$ cat config.mk
export PLATFORM = sky130hd
export DESIGN_NAME = add_mul_seq_unit_flat
export DESIGN_NICKNAME = d
export VERILOG_FILES = /design/src/rtl/add_mul_seq_unit_if.sv /design/src/rtl/add_mul_seq_unit.sv /design/src/flat_wrapper.sv
export SDC_FILE = /design/constraint.sdc
export NUM_CORES = 1
export LEC_CHECK = 0
export CAP_MARGIN = 10
export CORE_MARGIN = 5
export CORE_UTILIZATION = 45
export DETAILED_ROUTE_END_ITERATION = 8
export HOLD_SLACK_MARGIN = 0.05
export PLACE_DENSITY = 0.68
export REMOVE_ABC_BUFFERS = 1
export SYNTH_ARGS = -nofsm -noshare
export SYNTH_HDL_FRONTEND = slang
export SYNTH_SLANG_ARGS = --single-unit
$ cat constraint.sdc
create_clock -name clk -period 2.3 [get_ports clk]
set_clock_uncertainty 0.2 [all_clocks]
set_input_delay 0.69 -clock clk [delete_from_list [all_inputs] [get_ports clk]]
set_output_delay 0.69 -clock clk [all_outputs]
set_load 0.01 [all_outputs]
$ cat src/rtl/add_mul_seq_unit_if.sv
// Operand/result bundle for add_mul_seq_unit: one request channel (a, b) and one
// response channel (result_mul, result_add).
interface add_mul_seq_unit_if #(
    parameter int WIDTH = 4
);
    // Both channels use valid/ready: a transfer happens on a rising edge where
    // valid and ready are both high; valid, once raised, holds with its payload
    // until that edge, and ready is never derived combinationally from valid.
    logic                   in_valid;
    logic                   in_ready;
    logic [WIDTH-1:0]       a;
    logic [WIDTH-1:0]       b;
    logic                   out_valid;
    logic                   out_ready;
    logic [2*WIDTH-1:0]     result_mul;
    logic [WIDTH-1:0]       result_add;

    modport master (
        output in_valid, a, b, out_ready,
        input  in_ready, out_valid, result_mul, result_add
    );

    modport slave (
        input  in_valid, a, b, out_ready,
        output in_ready, out_valid, result_mul, result_add
    );
endinterface

$ cat src/rtl/add_mul_seq_unit.sv
// Sequential add/multiply unit: wrap-around sum plus shift-and-add product, one
// transaction at a time. Define ADD_MUL_EARLY_TERM_EN to stop once the multiplier empties.
module add_mul_seq_unit #(
    parameter int WIDTH = 4
) (
    input  logic                clk,
    input  logic                rst,
    add_mul_seq_unit_if.slave   bus,
    output logic [1:0]          state_dbg
);
    localparam int CW = $clog2(WIDTH + 1);

    typedef enum logic [1:0] {
        IDLE = 2'd0,
        MUL  = 2'd1,
        DONE = 2'd2
    } state_t;

    state_t               state_q;
    state_t               state_d;
    logic [2*WIDTH-1:0]   mcand_q;
    logic [WIDTH-1:0]     mplier_q;
    logic [2*WIDTH-1:0]   acc_q;
    logic [CW-1:0]        cnt_q;
    logic [2*WIDTH-1:0]   result_mul_q;
    logic [WIDTH-1:0]     result_add_q;

    logic [2*WIDTH-1:0]   acc_nxt;
    logic [WIDTH-1:0]     mplier_nxt;
    logic [CW-1:0]        cnt_nxt;
    logic                 mul_last;

    // One shift-and-add step; mul_last marks the edge that moves MUL to DONE.
    always_comb begin
        acc_nxt    = mplier_q[0] ? (acc_q + mcand_q) : acc_q;
        mplier_nxt = mplier_q >> 1;
        cnt_nxt    = cnt_q + CW'(1);
`ifdef ADD_MUL_EARLY_TERM_EN
        mul_last   = (cnt_nxt == CW'(WIDTH)) || (mplier_nxt == '0);
`else
        mul_last   = (cnt_nxt == CW'(WIDTH));
`endif
    end

    always_ff @(posedge clk or posedge rst) begin
        if (rst) begin
            state_q <= IDLE;
        end else begin
            state_q <= state_d;
        end
    end

    always_comb begin
        state_d = state_q;
        case (state_q)
            IDLE:    if (bus.in_valid) state_d = MUL;
            MUL:     if (mul_last)     state_d = DONE;
            DONE:    if (bus.out_ready) state_d = IDLE;
            default: state_d = IDLE;
        endcase
    end

    always_comb begin
        bus.in_ready   = (state_q == IDLE);
        bus.out_valid  = (state_q == DONE);
        bus.result_mul = result_mul_q;
        bus.result_add = result_add_q;
        state_dbg      = state_q;
    end

    // Datapath registers; result_mul only moves on the MUL->DONE edge.
    always_ff @(posedge clk or posedge rst) begin
        if (rst) begin
            mcand_q      <= '0;
            mplier_q     <= '0;
            acc_q        <= '0;
            cnt_q        <= '0;
            result_mul_q <= '0;
            result_add_q <= '0;
        end else begin
            case (state_q)
                IDLE: begin
                    if (bus.in_valid) begin
                        mcand_q      <= {{WIDTH{1'b0}}, bus.a};
                        mplier_q     <= bus.b;
                        acc_q        <= '0;
                        cnt_q        <= '0;
                        result_add_q <= bus.a + bus.b;
                    end
                end
                MUL: begin
                    acc_q    <= acc_nxt;
                    mcand_q  <= mcand_q << 1;
                    mplier_q <= mplier_nxt;
                    cnt_q    <= cnt_nxt;
                    if (mul_last) result_mul_q <= acc_nxt;
                end
                default: ;
            endcase
        end
    end
endmodule

$ cat src/flat_wrapper.sv
// flat-port wrapper written by rule: the top's interface ports become plain ports
module add_mul_seq_unit_flat 
#(
    parameter int WIDTH = 4
)
  (clk, rst, state_dbg, bus_in_valid, bus_a, bus_b, bus_out_ready, bus_in_ready, bus_out_valid, bus_result_mul, bus_result_add);
  add_mul_seq_unit_if #(.WIDTH(WIDTH)) bus_i ();
  input  logic clk;
  input  logic rst;
  output logic [1:0] state_dbg;
  input wire logic [$bits(bus_i.in_valid)-1:0] bus_in_valid;
  input wire logic [$bits(bus_i.a)-1:0] bus_a;
  input wire logic [$bits(bus_i.b)-1:0] bus_b;
  input wire logic [$bits(bus_i.out_ready)-1:0] bus_out_ready;
  output wire logic [$bits(bus_i.in_ready)-1:0] bus_in_ready;
  output wire logic [$bits(bus_i.out_valid)-1:0] bus_out_valid;
  output wire logic [$bits(bus_i.result_mul)-1:0] bus_result_mul;
  output wire logic [$bits(bus_i.result_add)-1:0] bus_result_add;
  assign bus_i.in_valid = bus_in_valid;
  assign bus_i.a = bus_a;
  assign bus_i.b = bus_b;
  assign bus_i.out_ready = bus_out_ready;
  assign bus_in_ready = bus_i.in_ready;
  assign bus_out_valid = bus_i.out_valid;
  assign bus_result_mul = bus_i.result_mul;
  assign bus_result_add = bus_i.result_add;
  add_mul_seq_unit #(.WIDTH(WIDTH)) u_core (.clk(clk), .rst(rst), .bus(bus_i), .state_dbg(state_dbg));
endmodule
# Word level (Yosys, flattened, before mapping)
# Cells that the tools add are included.
[word_totals] reg_bits=37 latchBits=0 mem_bits_rw=0 rom_bits=0 in_bits=12 out_inout_bits=16 n_memories=0
[op_classes] n_addsub=3 n_mul=0 n_div=0 n_lt_le_gt_ge=0 eq_ne=6 shift=0 n_mux=13 bitwise=0 n_reduce_logical=6
[op_table] cell="8-bit one-hot mux with 2 select lines" count=2
[op_table] cell="8-bit 2-to-1 mux" count=3
[op_table] cell="8-bit adder" count=1
[op_table] cell="4-bit one-hot mux with 2 select lines" count=1
[op_table] cell="2-bit 2-to-1 mux" count=3
[op_table] cell="2-bit one-hot mux with 3 select lines" count=1
[op_table] cell="3-bit one-hot mux with 2 select lines" count=1
[op_table] cell="2-bit AND reduction" count=3
[op_table] cell="4-bit adder" count=1
[op_table] cell="4-bit 2-to-1 mux" count=1
[op_table] cell="2-bit != test (second input constant)" count=2
[op_table] cell="3-bit by 1-bit adder with 3-bit output (second input constant)" count=1
[op_table] cell="3-bit == test (second input constant)" count=1
[op_table] cell="3-bit 2-to-1 mux" count=1
[op_table] cell="3-bit AND reduction" count=1
[op_table] cell="2-bit by 1-bit == test with 1-bit output (second input constant)" count=1
[op_table] cell="2-bit == test (second input constant)" count=1
[op_table] cell="2-bit zero test" count=1
[op_table] cell="2-bit by 1-bit != test with 1-bit output (second input constant)" count=1
[op_table] cell="2-bit nonzero test" count=1

# Logic depth before layout (Yosys ltp)
[depth] ltp_word=4 ltp_mapped=9

# Least setup slack after synthesis
# OpenSTA, ideal clock, no wires.
[synth_timing] path_kind="flip-flop to flip-flop" start="reg u_core.acc_q[2]" end="reg u_core.acc_q[7]" arrival_ps=1601 slack_ps=366 stages_incl_launch_ff=8 n_path_buf=0 path_cell_list="dfrtp_1 -> ha_1 -> a21oi_2 -> a21oi_1 -> or3_1 -> nand3_2 -> xor2_2 -> o21ai_1"
[synth_between] elab_chain_len=3
[synth_lines] element="from (decl)" line="add_mul_seq_unit.sv:23" rtl="logic [2*WIDTH-1:0] acc_q;"
[synth_lines] element="from (signal assigned)" line="add_mul_seq_unit.sv:92" rtl="acc_q <= acc_nxt;"
[synth_lines] element="8-bit adder" line="add_mul_seq_unit.sv:35" rtl="acc_nxt = mplier_q[0] ? (acc_q + mcand_q) : acc_q;"
[synth_lines] element="8-bit 2-to-1 mux" line="add_mul_seq_unit.sv:35"
[synth_lines] element="8-bit one-hot mux with 2 select lines" line="add_mul_seq_unit.sv:81" rtl="case (state_q)"
# No other way between the ends.
# A chain may end at the register's enable or synchronous reset.

# Worst setup path after layout
[layout_timing] start="reg u_core.state_q[1], in the netlist u_core.state_dbg[1]" end="out state_dbg[1]"
[layout_rtl] element="from (decl)" line="add_mul_seq_unit.sv:19" rtl="state_t state_q;"
[layout_rtl] element="from (signal assigned)" line="add_mul_seq_unit.sv:49" rtl="state_q <= state_d;"
[layout_rtl] element="to (decl)" line="flat_wrapper.sv:10" rtl="output logic [1:0] state_dbg;"
# No word-level cell between the ends.

==> impl_metrics.tcl <==
set metrics [dict create \
    drc_errors 0 \
    rrSetupSlack_ns 0.18 \
    fin_ws_ns 0.173 \
    synth.area.top_cells "dfrtp_1 (47%), nand2_1 (9.4%), ha_1 (7.6%)" \
    required_ns 1.41 \
    rr_startpoint "u_core.mcand_q[0]" \
    grt_max_degree 38 \
    routed_wl_um 3790 \
    path_cells "clkdlybuf4s50_1" \
    reg2reg_depth 9 \
    synth_edf_count 0 \
    crit_fanout 5 \
    async_flop_share_pct 100 \
    post-route-util_pct 56.4 \
    r2r-end "u_core.bus.result_mul[6]" \
    worstHoldStart "u_core.bus.result_mul[3]" \
    slew_violations 0 \
    antenna_cells 0 \
    criticalPathCategory "reg2out" \
    firstDrtPassIters 4 \
    grt_pass1_vias 1518 \
    clk_latency_ns 0.29 \
    path_buf_inv 1 \
    core_um2 4320 \
    pre_cts_slack_ns -0.0696 \
    holdPathEnd "u_core.bus.result_mul[3]" \
    synth.most_common_cell "nand2_1" \
    clkTransAtPathRegs_ns 0.07 \
    die_area_um2 5850 \
    drive_gt1_share_pct 7.63 \
    cts_sinks 37 \
    ir_worst_vdd_mv 0.601 \
    ys_ff_latch 37 \
    finalHoldViolations 0 \
    cts_tree "yes" \
    port_buffers 27 \
    cp_slowest_cell "clkdlybuf4s50_1" \
    cp_top_family "buffers and inverters" \
    num_rows 24 \
    ant_nets 0 \
    fin_area_um2 2440 \
    syn-cell-area_um2 1990 \
    relSlewSlack_pct 52.0 \
    avgViaCountPerCell 5.17 \
    yosys.area.top_type "dfrtp_1" \
    rsz0062_at_grt "no" \
    startpoint_type "flop" \
    initial_utilization_pct 46.0 \
    cp_slowest_stage_delay_ns 0.56 \
    min_path_type "reg2reg" \
    cap_violations 0 \
    finalSetupViolations 0 \
    clock.fmax_ghz 0.470 \
    dpl.hpwl_um 2800 \
    cellLeakagePower_nw 1.13 \
    arrival_ns 1.24 \
    p_per_area_nw_per_um2 1380 \
    drt_iter0_drc 37 \
    die-height_um 76.5 \
    yosysWarnings 0 \
    cts_buffer_depth 2 \
    grt_use_total_pct 14.4 \
    outcome "complete, no violations" \
    nNetsFinal 274 \
    io_pins 28 \
    gp_congestion 0.827 \
    syn_inst 217 \
    syn_avg_cell_area_um2 9.16 \
    ys_seq_area_share_pct 46.6 \
    synth_common_cells "nand2_1 (50), dfrtp_1 (37), o21ai_1 (24)" \
    numCtsBuffers 5 \
    ys.flop_type "dfrtp_1" \
    grt_overflow 0 \
    grt_first_pass_wirelength_um 6920 \
    syn_to_final_growth_pct 22.7 \
    ys_types 32 \
    fin_crit_ns 2.13 \
    tightest_slew_ns 0.720 \
    end_kind "output pin" \
    holdPathStages 2 \
    holdWs_ns 0.284 \
    dieWidth_um 76.5 \
    placed_cell_area_um2 2360 \
    vias 1555 \
    antenna_found_initial 0 \
    avgRoutedWirePerCell_um 12.6 \
    clockRootBuffer "clkbuf_8" \
    cts_max_level 2 \
    fin_crit_sh_pct 92.5 \
    synth_top_area_share_pct 46.6 \
]
-- area by class of cell --
type | count | area (um2)
Multi-Input combinational cell | 160 | 981
Tap cell | 52 | 65.1
Inverter | 10 | 37.5
Clock buffer | 7 | 76.3
Timing Repair Buffer | 34 | 345
Fill cell | 417 | 1890
Clock inverter | 1 | 7.51
Sequential cell | 37 | 926
-- flip-flops by register name, indices dropped and copies added (netlist names) --
register and count:
u_core.bus.result_add 4, u_core.cnt_q 3, u_core.bus.result_mul 8, u_core.mcand_q 8, u_core.state_dbg 2, u_core.mplier_q 4, u_core.acc_q 8
-- cell families after synthesis --
| group | after synthesis | share of synthesized area [%] |
|---|---|---|
| AND/OR/NAND/NOR | 79 | 17.2 |
| multiplexers | 5 | 2.58 |
| adder cells (fa/ha/maj) | 14 | 9.57 |
| flip-flops | 37 | 46.6 |
| AO/OA/AOI/OAI | 53 | 15.6 |
| XOR/XNOR | 9 | 4.34 |
| buffers and inverters | 20 | 4.09 |
-- worst min-delay path, delay by kind of cell, from the launching register on --
family	cells	cell delay (ns)
DFF	1	0.34
AOI/OAI and AO/OA	1	0.06
and+or+nand+nor	1	0.05
-- worst max-delay path by stage --
stage	cells past startpoint	startpoint	endpoint
finish	1	u_core.state_dbg[1]	state_dbg[1]
global route	7	u_core.acc_q[6]	u_core.acc_q[7]
CTS	1	u_core.state_dbg[1]	state_dbg[1]
detailed placement	6	bus_b[0]	u_core.bus.result_add[2]
global placement	6	bus_b[0]	u_core.bus.result_add[2]
floorplan	3	u_core.state_dbg[0]	u_core.bus.result_mul[2]
-- metal layers --
layer | vias to the layer above | global-route usage [%] | part of all wire (%)
met3 | 5 | 4.96 | 4.3
met4 | 0 | 4.20 | 1.2
met2 | 27 | 22.3 | 46
met1 | 731 | 19.1 | 49
li1 | 792 | - | -
met5 | - | 0 | 0
-- through the flow --
step / total power [W] / TNS [ns] / cells
6_report: 0.00337 / 0 / 301
3_5_place_dp: 0.00297 / -0.108 / 293
4_1_cts: 0.00342 / 0 / 301
5_1_grt: 0.00371 / 0 / 301
3_3_place_gp: 0.00293 / -0.0179 / 293
2_1_floorplan: 0.00234 / 0 / 207
-- report_power, final --
group	switching (W)	internal, W	total, W
combinational	0.000966	0.000822	0.00179
sequential	0.000201	0.000945	0.00115
clock	0.000224	0.000214	0.000438
total	0.00139	0.00198	0.00337
-- layout by cell type, fill, tap and decap left out, drive strengths merged, types with 3 or more instances in the layout --
cell           count
inv               10
nor2              12
clkbuf             7
mux2i              4
dfrtp             37
buf                7
a31oi              6
ha                12
nand2b             3
o21ai             29
nand3              4
nor3b              3
a21oi             11
nand2             51
clkdlybuf4s50     25
xor2               6
a32o               3
xnor2              3
-- repair_timing --
| action | 4_1_cts | 5_1_grt |
|---|---|---|
| setup endpoints to repair | 2 | 0 |
| gates resized for setup | 2 | 0 |
| setup buffers | 0 | 0 |
| hold buffers | 0 | 0 |
Note: power is estimated with default switching activity, not from simulation.
